<file path="src/rtl/tt_um_carlosgs99_div_8by4.sv">
// Sequential restoring divider: 8-bit dividend by 4-bit divisor, one quotient bit per clock,
// with a start/busy/done handshake. A zero divisor completes in one cycle with a flag.
//
// state  | meaning
// IDLE   | waiting for start; results from the last operation held
// RUN    | one restoring iteration per clock (or the single divide-by-zero cycle)
// DONE   | results just registered; done high for this one cycle
module tt_um_carlosgs99_div_8by4 #(
    parameter int N_W = 8,
    parameter int D_W = 4
) (
    input  logic           io_clk,
    input  logic           io_rst,
    input  logic           io_start,
    input  logic [N_W-1:0] io_N,
    input  logic [D_W-1:0] io_D,
    output logic           io_busy,
    output logic           io_done,
    output logic           io_div_zero,
    output logic [N_W-1:0] io_Q,
    output logic [D_W-1:0] io_R
);

    localparam int CNT_W = $clog2(N_W);
    localparam logic [CNT_W-1:0] LAST = CNT_W'(N_W - 1);

    typedef enum logic [1:0] {
        S_IDLE,
        S_RUN,
        S_DONE
    } state_t;

    state_t           state;
    logic [D_W:0]     rem;
    logic [N_W-1:0]   dvd;
    logic [D_W-1:0]   dsr;
    logic [CNT_W-1:0] count;
    logic             dz;

    logic [D_W+1:0]   rem_sh;
    logic [D_W:0]     diff;
    logic             q_bit;
    logic [D_W:0]     rem_nxt;
    logic [N_W-1:0]   dvd_nxt;

    // The dividend register fills with quotient bits from the bottom as it shifts out the top.
    always_comb begin
        rem_sh  = {rem, dvd[N_W-1]};
        diff    = rem_sh[D_W:0] - {1'b0, dsr};
        q_bit   = (rem_sh >= {2'b00, dsr});
        rem_nxt = q_bit ? diff : rem_sh[D_W:0];
        dvd_nxt = {dvd[N_W-2:0], q_bit};
    end

    always_ff @(posedge io_clk) begin
        if (io_rst) begin
            state       <= S_IDLE;
            rem         <= '0;
            dvd         <= '0;
            dsr         <= '0;
            count       <= '0;
            dz          <= 1'b0;
            io_busy     <= 1'b0;
            io_done     <= 1'b0;
            io_div_zero <= 1'b0;
            io_Q        <= '0;
            io_R        <= '0;
        end else begin
            case (state)
                S_IDLE, S_DONE: begin
                    io_done <= 1'b0;
                    if (io_start) begin
                        dvd     <= io_N;
                        dsr     <= io_D;
                        rem     <= '0;
                        count   <= '0;
                        dz      <= (io_D == '0);
                        io_busy <= (io_D != '0);
                        state   <= S_RUN;
                    end else begin
                        state <= S_IDLE;
                    end
                end
                S_RUN: begin
                    if (dz) begin
                        state       <= S_DONE;
                        io_busy     <= 1'b0;
                        io_done     <= 1'b1;
                        io_div_zero <= 1'b1;
                        io_Q        <= '1;
                        io_R        <= '0;
                    end else begin
                        rem   <= rem_nxt;
                        dvd   <= dvd_nxt;
                        count <= count + CNT_W'(1);
                        if (count == LAST) begin
                            state       <= S_DONE;
                            io_busy     <= 1'b0;
                            io_done     <= 1'b1;
                            io_div_zero <= 1'b0;
                            io_Q        <= dvd_nxt;
                            io_R        <= rem_nxt[D_W-1:0];
                        end
                    end
                end
                default: begin
                    state   <= S_IDLE;
                    io_busy <= 1'b0;
                    io_done <= 1'b0;
                end
            endcase
        end
    end

endmodule

</file>
<file path="config.mk">
export PLATFORM = sky130hd
export DESIGN_NAME = tt_um_carlosgs99_div_8by4
export DESIGN_NICKNAME = d
export VERILOG_FILES = /design/src/rtl/tt_um_carlosgs99_div_8by4.sv
export SDC_FILE = /design/constraint.sdc
export NUM_CORES = 1
export LEC_CHECK = 0
export CORE_ASPECT_RATIO = 0.5
export CORE_UTILIZATION = 50
export DETAILED_ROUTE_END_ITERATION = 8
export GPL_TIMING_DRIVEN = 1
export PLACE_DENSITY = 0.73
export REMOVE_ABC_BUFFERS = 1
export SLEW_MARGIN = 20
export SYNTH_ARGS = -nofsm -noshare
export SYNTH_HDL_FRONTEND = slang
export SYNTH_SLANG_ARGS = --single-unit
export TNS_END_PERCENT = 30
</file>
<file path="constraint.sdc">
create_clock -name io_clk -period 4.8 [get_ports io_clk]
set_input_delay 1.44 -clock io_clk [delete_from_list [all_inputs] [get_ports io_clk]]
set_output_delay 1.44 -clock io_clk [all_outputs]
set_load 0.005 [all_outputs]
</file>
======== After elaboration in Yosys (flattened, before gate mapping) ========
Index checks and enable logic that the tools add are counted.
word-level totals
  bits in read-only memories .............. 0
  memories ................................ 0
  flip-flop bits (word level) ............. 38
  word-level logic and storage cells ...... 57
  RAM bits ................................ 0
  latch bits .............................. 0
cells by class
  order comparisons ....................... 1
  bitwise gates (word level) .............. 1
  div/mod/pow operators ................... 0
  multiply operators ...................... 0
  multiplexer cells ....................... 25
  shift operators ......................... 0
  reductions and logical operators ........ 11
  eq/ne operators ......................... 6
  $add $sub $neg .......................... 2
operator list
  kind                   number
  $mux W8                4
  $pmux W8 S2            1
  $mux W5                3
  $pmux W5 S2            1
  $mux W4                2
  $mux W1                7
  $ge A6 B4 Y1           1
  $mux W3                2
  $pmux W3 S2            1
  $reduce_and A2 Y1      3
  $sub A5 B4 Y5          1
  $logic_not A4 Y1       1
  $mux W2                2
  $ne A2 B2 Y1 const B   2
  $pmux W2 S2            1
  $reduce_bool A2 Y1     2
  $reduce_bool A4 Y1     1
  $reduce_or A2 Y1       2
  $add A3 B1 Y3 const B  1
  $eq A3 B3 Y1 const B   1
  $ne A3 B3 Y1 const B   1
  $reduce_and A3 Y1      1
  $eq A2 B1 Y1 const B   1
  $eq A2 B2 Y1 const B   1
  3 further kinds        3

======== Longest topological paths before layout ========
Gate-level depths: netlist (run 1).
  depth after elaboration ................. 4
  gate-level depth with buffers ........... 8
  depth with buffers taken out ............ 8

======== Worst setup path before layout (run 1) ========
No wires, ideal clock.
  kind .................................... input -> register
  start ................................... input port io_start
  end ..................................... register io_busy
  stages on the path ...................... 6
  setup time .............................. 128 ps
  data required time ...................... 4672 ps
  buffers on the path ..................... 2
  arrival ................................. 2219 ps
  path slack .............................. 2453 ps
  path through ............................ nand2b_1 -> clkbuf_1 -> clkbuf_1 -> nor2_1 -> a21oi_1 -> nor2_1
between the ends
  cells in the longest elaborated chain, start to end .. 2
RTL lines
  item                         RTL line  RTL
  start, declared              14        input logic io_start,
  $ne A2 B2 Y1 (no line)       n/a
  $reduce_and A2 Y1 (no line)  n/a
  end signal, assigned         78        io_busy <= (io_D != '0);
  end, declared                17        output logic io_busy,
Every way passes these cells.
A chain may end at the register's enable or synchronous reset.

======== Worst setup path in the final report (run 1) ========
  start ................................... input port io_start
  end ..................................... register rem[2]
between the ends
  cells in the longest elaborated chain, start to end .. 2
RTL lines
  item                         RTL line  RTL
  $ne A2 B2 Y1 (no line)       n/a
  $reduce_and A3 Y1 (no line)  n/a
  end signal, assigned         93        rem <= rem_nxt;
  end, declared                34        logic [D_W:0] rem;
Every way passes these cells.

==> run summary, run 1 <==
The logs give 3136 µm² for the standard cell core area and 2.700 mm for the detailed placement HPWL. The run gives 248 as the net count of the finished layout. For this run, asynchronously set or reset flops after synthesis account for 0%. STA classifies the critical path endpoint as a register. The number of max-slew violations in the final report was 0; the starting density of the core was 54.75%.

After layout, the minimum clock period comes to 2.923 ns. The synthesized netlist cell count was 200; the horizontal die dimension was 84.87 µm. After the first detailed-routing iteration, the DRC count stood at 41.

The number of clock buffers inserted by TritonCTS is 5, and the wire length per cell is 13.91 µm. The post-synthesis sequential element count was 38; the clock slew at the register clock pins of the worst setup and hold paths was 0.07 ns. The count of yosys warnings during synthesis came out at 0. The number of placed cells counting well taps is 259.

The number of global-route vias before repair came out at 1,349. In this run the remaining antenna-violating nets after routing total 0. Hold repair after CTS inserted 0 buffers.

Of all nets on the critical path, the largest fanout is 17. The run gives 0.6928 mW as the overall power. After layout, the worst setup slack is 1.877 ns. The logs give 1717 µm² for the cell area after synthesis and 2 for the number of H-tree branching levels. Of the cells placed in the final design, the portion with a size suffix greater than 1 is 6.167%. STA puts the critical path data required time at 5.02 ns. TritonCTS built the clock tree.

The worst pin sits at a relative slew slack of 35.76%. During I/O placement, the number of pins put on the boundary was 30. The worst hold path belongs to the class register to register. Entering global routing, the biggest net connects 37 pins. The critical path is of the input port to register type.

Each instance of the synthesized netlist takes up on average 8.583 µm². The final estimated routing congestion in global placement is 0.7765, and the final cell area excluding filler cells is 2115 µm². The buffer count from post-CTS setup fixing came out at 0. The clock latency on the worst-skew pair is 0.29 ns.

For this run the aggregate overflow at the end of global routing stands at 0. The first-pass GRT wire length is 6.216 mm, and the share of the clock period used by the worst path is 60.89%. The logs give 274 for the layout filler cell count and 6 for the number of optimization iterations in the first detailed-route pass. The most used flip-flop cell after synthesis is dfxtp_1.

Yosys mapped the design onto 36 distinct sky130hd cell types. The root buffer cell chosen for the clock tree is clkbuf_8. Based on the critical path, the design can be clocked at up to 0.3422 GHz. In this run the static leakage power is 0.7811 nW. The floorplan has 14 rows. The proportion of netlist area held by the largest area contributor came out at 44.31%. The run finished with clean final reports.

By area the synthesized netlist is led by dfxtp_1 44%, nor2_1 8.5%, a21oi_1 4.4%. The number of gates resized after CTS was 0. The worst setup slack for register-to-register paths is 2.20 ns, and the largest voltage drop on the vdd net is 0.1682 mV. The logs give 44.31% for the post-synthesis sequential area ratio and 38 for the number of sinks handled by clock tree synthesis.

Power spread over the standard cell area amounts to 327.6 nW/µm². The number of antenna diodes in the final layout is 0. The run gives 0.003613 ns as the post-route clock skew. The logs give 0.4586 ns for the worst-case hold slack and 0 for the max-capacitance violation count.

The run gives 267 as the post-layout instance count excluding filler cells. Library cell occupying the most area in the post-synthesis netlist: dfxtp_1. The via density per instance is 5.659.

The overall routing resource usage was 22.37%; the worst-case clock buffer depth was 2. The post-synthesis to final-layout area growth was 23.18%; the number of vias in the routed layout was 1,511. The number of enable flip-flop cells after synthesis is 0, and the post-detailed-route DRC marker count is 0.

The die covers 3686 µm². In this run the tool buffered the top-level ports with 29 buffer cells. Cells fill 67.44% of the core in the end. The accumulated negative setup slack was 0 ns. The number of antenna violations at the first check in global routing is 0, and the total length of routed wires is 3.714 mm. Setup repair after global routing left no endpoint under its margin. The hold violation total from the final report came out at 0.

For the total cell area at the placement stage, the log shows 2023 µm². Minimum setup slack after placement: 1.602 ns. STA classifies the critical path startpoint as an input port. The die is 43.43 µm tall. For the pin with the worst max-slew slack, the measured transition is 0.9616 ns. The top cell types in the final layout, fill and taps aside, are 39 x nor2_1, 38 x dfxtp_1, 29 x clkdlybuf4s50_1.

Leaving out fill and tap cells, the most frequent cell in the layout is nor2_1. Final number of setup-violating endpoints: 0. The critical path data arrival time is 3.14 ns.
==> where the power goes <==
group / internal [mW] / leakage, nW / switching, mW
Sequential: 0.330 / 0.310 / 0.0127
Combinational: 0.0580 / 0.423 / 0.0666
Clock: 0.116 / 0.0482 / 0.109
==> metal layers <==
metal / routed length [µm] / GRT usage [%]
met5: 0 / 0
met4: 38 / 7.119
met3: 143 / 8.571
met2: 1622 / 34.63
met1: 1909 / 29.44
==> final timing paths <==
check | start | to | cells after the start
max | io_start | rem[2] | 5
min reg2reg | dsr[3] | dsr[3] | 2
max reg2reg | dvd[7] | rem[0] | 8
min | dsr[3] | dsr[3] | 2
==> cell type report <==
type	count	area [µm²]	share of cell area, %
repair buffers	30	297.8	14.08
inverters	7	26.28	1.243
multi-input cells	144	888.4	42.01
clock buffers	7	86.33	4.083
clock inverters	1	5.005	0.2367
well taps	40	50.05	2.367
flip-flops and latches	38	760.7	35.98
==> registers in the layout, indices dropped and copies added (netlist names), 2 cells and up <==
name and cells:
io_Q 8, state 2, dvd 8, dsr 4, io_R 4, count 3
rem 5
==> Yosys cell counts, types with 2 or more instances <==
master and instances:
a211oi_1 7, a21o_2 2, a21oi_1 15, a22oi_1 2, clkbuf_1 11, dfxtp_1 38
ha_1 6, inv_1 7, mux2i_1 3, nand2_1 17, nand2b_1 4, nand3_1 3
nor2_1 39, nor2b_1 2, nor3_1 7, nor4_1 7, o21ai_0 2, o22ai_1 5
o2bb2ai_1 6
==> worst max-delay path: stages <==
cell and delay [ns]:
clkdlybuf4s50_1 0.43, nand2b_1 0.48, nand2_1 0.34, nor2_1 0.30, o2bb2ai_1 0.15
==> cells by family after synthesis <==
logic type | after synthesis | share of synthesized area [%]
and+or+nand+nor | 87 | 23.62
xor gates and xnor gates | 1 | 0.5103
AOI/OAI and AO/OA | 45 | 19.46
buffers and inverters | 18 | 3.936
muxes | 4 | 2.624
DFF | 38 | 44.31
adders and majority gates | 7 | 5.539
(Power assumes the default switching activity.)
==> inputs of run 2 (changes only) <==
clock period = 3.03 ns   (was 4.8 ns; I/O delays follow)
==> run summary, run 2 (synthesized netlist as in run 1, its figures left out) <==
The first-pass GRT wire length is 6.382 mm (+2.7%), and the die span in y is 43.43 µm (unchanged). For the final global-route overflow total, the log shows 0 (unchanged). For the antenna diode count, the log shows 0 (unchanged).

The layout filler cell count is 268 (-2.2%), and the number of clock buffers inserted by TritonCTS is 5 (unchanged). Number of antenna violations at the first check in global routing: 0 (unchanged). TritonCTS built the clock tree.

In this run the worst setup path terminates at rem[0]. The startpoint identified for the worst register-to-register timing path is dvd[7]. In this run the worst setup path begins at dvd[7]. The worst-case clock buffer depth was 2 (unchanged); the accumulated negative setup slack was 0 ns (unchanged).

For the die area, the log shows 3686 µm² (unchanged). The tools report the net count of the finished layout as 252 (+1.6%). The number of max-slew violations in the final report was 0 (unchanged).

The standard cell core area was 3136 µm² (unchanged). The share of the clock period used by the worst path was 83.05%; the leakage power figure was 0.8007 nW (+2.5%). The minimum setup slack after placement was 0.5449 ns (-1.057 ns); the transition time at the pin with the least slew margin was 0.9309 ns (-0.03070 ns). The run finished, with violations left. The tools report the cell row count as 14 (unchanged).

Wire length per cell: 14.06 µm (+1.1%). Static timing analysis puts the maximum clock frequency at 0.3974 GHz. The number of sinks handled by clock tree synthesis came out at 38 (unchanged). In the layout the commonest cells are 39 x nor2_1, 38 x dfxtp_1, 29 x clkdlybuf4s50_1. The relative slew slack is 37.81% (+2.1 points). The via density per instance was 5.631 (-0.50%). The critical path data arrival time was 2.75 ns (-0.39 ns).

The horizontal die dimension was 84.87 µm (unchanged). The largest voltage drop on the vdd net is 0.2876 mV (+71%). The logs give 0.8277 (+6.6%) for the final estimated routing congestion in global placement and 2.790 mm (+3.3%) for the detailed placement HPWL. The area growth from synthesis to layout is 24.93%. The checks that failed: DRC. Setup repair after global routing left no endpoint under its margin. The I/O pin count was 30 (unchanged); the buffer count from post-CTS setup fixing was 0 (unchanged). The endpoint required time on the critical path was 3.27 ns (-1.75 ns). The leading cell type in the layout, fill and taps excluded was nor2_1.

The depth of the worst register-to-register path was 8 (unchanged); the number of H-tree branching levels was 2 (unchanged). The max-capacitance violation count came out at 0 (unchanged). The logs give 0 (unchanged) for the number of routed nets with antenna violations and 0 (unchanged) for the post-cts repair resize count. The tools report the critical path capture point type as a register. The worst setup path is launched from a register. The overall routing resource usage is 22.57% (+0.19 points), and the largest fanout on the critical path is 9 (-8). The number of global-route vias before repair came out at 1,357 (+0.59%). The maximum number of pins on one net before global-route repair was 20 (-46%). The number of vias in the routed layout is 1,526 (+0.99%), and the areal power density over the cells is 514.4 nW/µm² (+57%). The count of port buffers added during placement was 29 (unchanged).

For the number of optimization iterations in the first detailed-route pass, the log shows 6 (unchanged). For the initial detailed-routing violation count, the log shows 69 (+68%). The fraction of layout instances using a drive strength above 1 is 7.792% (+1.6 points), and the starting density of the core is 54.75% (unchanged). The tree is rooted in a clkbuf_8.

The worst-case setup margin in the final layout came out at 0.5135 ns (-1.364 ns). The total of hold buffers inserted after clock tree synthesis is 0 (unchanged), and the post-route clock skew is 0.003659 ns (+0.00004610 ns). The clock slew at the register clock pins of the worst setup and hold paths is 0.07 ns (about the same). For the post-detailed-route DRC marker count, the log shows 1 (+1). The run gives 263 (+1.5%) as the number of placed cells counting well taps. Worst setup slack for register-to-register paths: 0.51 ns (-1.69 ns).

In this run the critical register-to-register path is captured at rem[0]. The logs give 271 (+1.5%) for the post-layout instance count excluding filler cells and 68.40% (+0.96 points) for the utilization of the core after routing. The path class of the tightest hold or removal check is register to register. The run gives 0.29 ns (about the same) as the clock latency on the worst-skew pair. The worst setup path is of the register to register kind.

The tools report the final number of setup-violating endpoints as 0 (unchanged). The total length of routed wires is 3.810 mm (+2.6%), and the hold violation total from the final report is 0 (unchanged). In the final layout, the registers with the most flip-flops are dvd: 8 flops, io_Q: 8 flops, rem: 5 flops. The shortest clock period the worst path allows after layout was 2.517 ns.
run 2: changes by cell type in the layout (fill, tap and decap cells not counted):
cell / previous run / this run
buf_4: 1 / 5
run 2: worst max-delay path: stages, from the launching register on:
cell       delay [ns]
dfxtp_1          0.31
inv_1            0.07
ha_1             0.16
inv_1            0.05
fa_1             0.39
a21o_2           0.26
a2111oi_4        0.67
mux2_4           0.37
a2bb2o_4         0.19
run 2: how the worst min path moves through the flow:
stage	start	cells after the start	endpoint	slack, ns
6_report	dsr[3]	2	dsr[3]	0.46
5_1_grt	dsr[3]	2	dsr[3]	0.47
4_1_cts	dsr[3]	2	dsr[3]	0.46
3_5_place_dp	io_R[0]	1	io_R[0]	0.45
3_3_place_gp	io_R[1]	1	io_R[1]	0.45
2_1_floorplan	dsr[1]	2	dsr[1]	0.43
run 2: area by class of cell:
type,instances,area [µm²],area share [%]
clock inverter,1,5.005,0.2334
tap,40,50.05,2.334
clock buffer,7,86.33,4.026
inverter,7,26.28,1.225
timing repair buffer,34,327.8,15.29
sequential,38,760.7,35.47
multi-input combinational,144,888.4,41.42
run 2: stage by stage:
| step | area, µm² | power [mW] | hold slack [ns] |
|---|---|---|---|
| 2_1_floorplan | 1675 | 0.6850 | 0.4303 |
| 3_3_place_gp | 2053 | 0.7511 | 0.4468 |
| 3_5_place_dp | 2053 | 0.7563 | 0.4457 |
| 4_1_cts | 2145 | 1.111 | 0.4639 |
| 5_1_grt | 2145 | 1.164 | 0.4724 |
| 6_report | 2145 | 1.103 | 0.4570 |
run 2: power breakdown:
part	switching [mW]	leakage, nW	internal (mW)
sequential	0.0199	0.310	0.523
clock	0.173	0.0482	0.184
combinational	0.107	0.443	0.0963
run 2: per-layer routing:
metal / GRT usage, % / wire length [µm] / vias up
met3: 6.667 / 205 / 5
li1: - / - / 772
met5: 0 / 0 / -
met2: 33.82 / 1613 / 42
met1: 32.10 / 1957 / 707
met4: 6.102 / 34 / 0
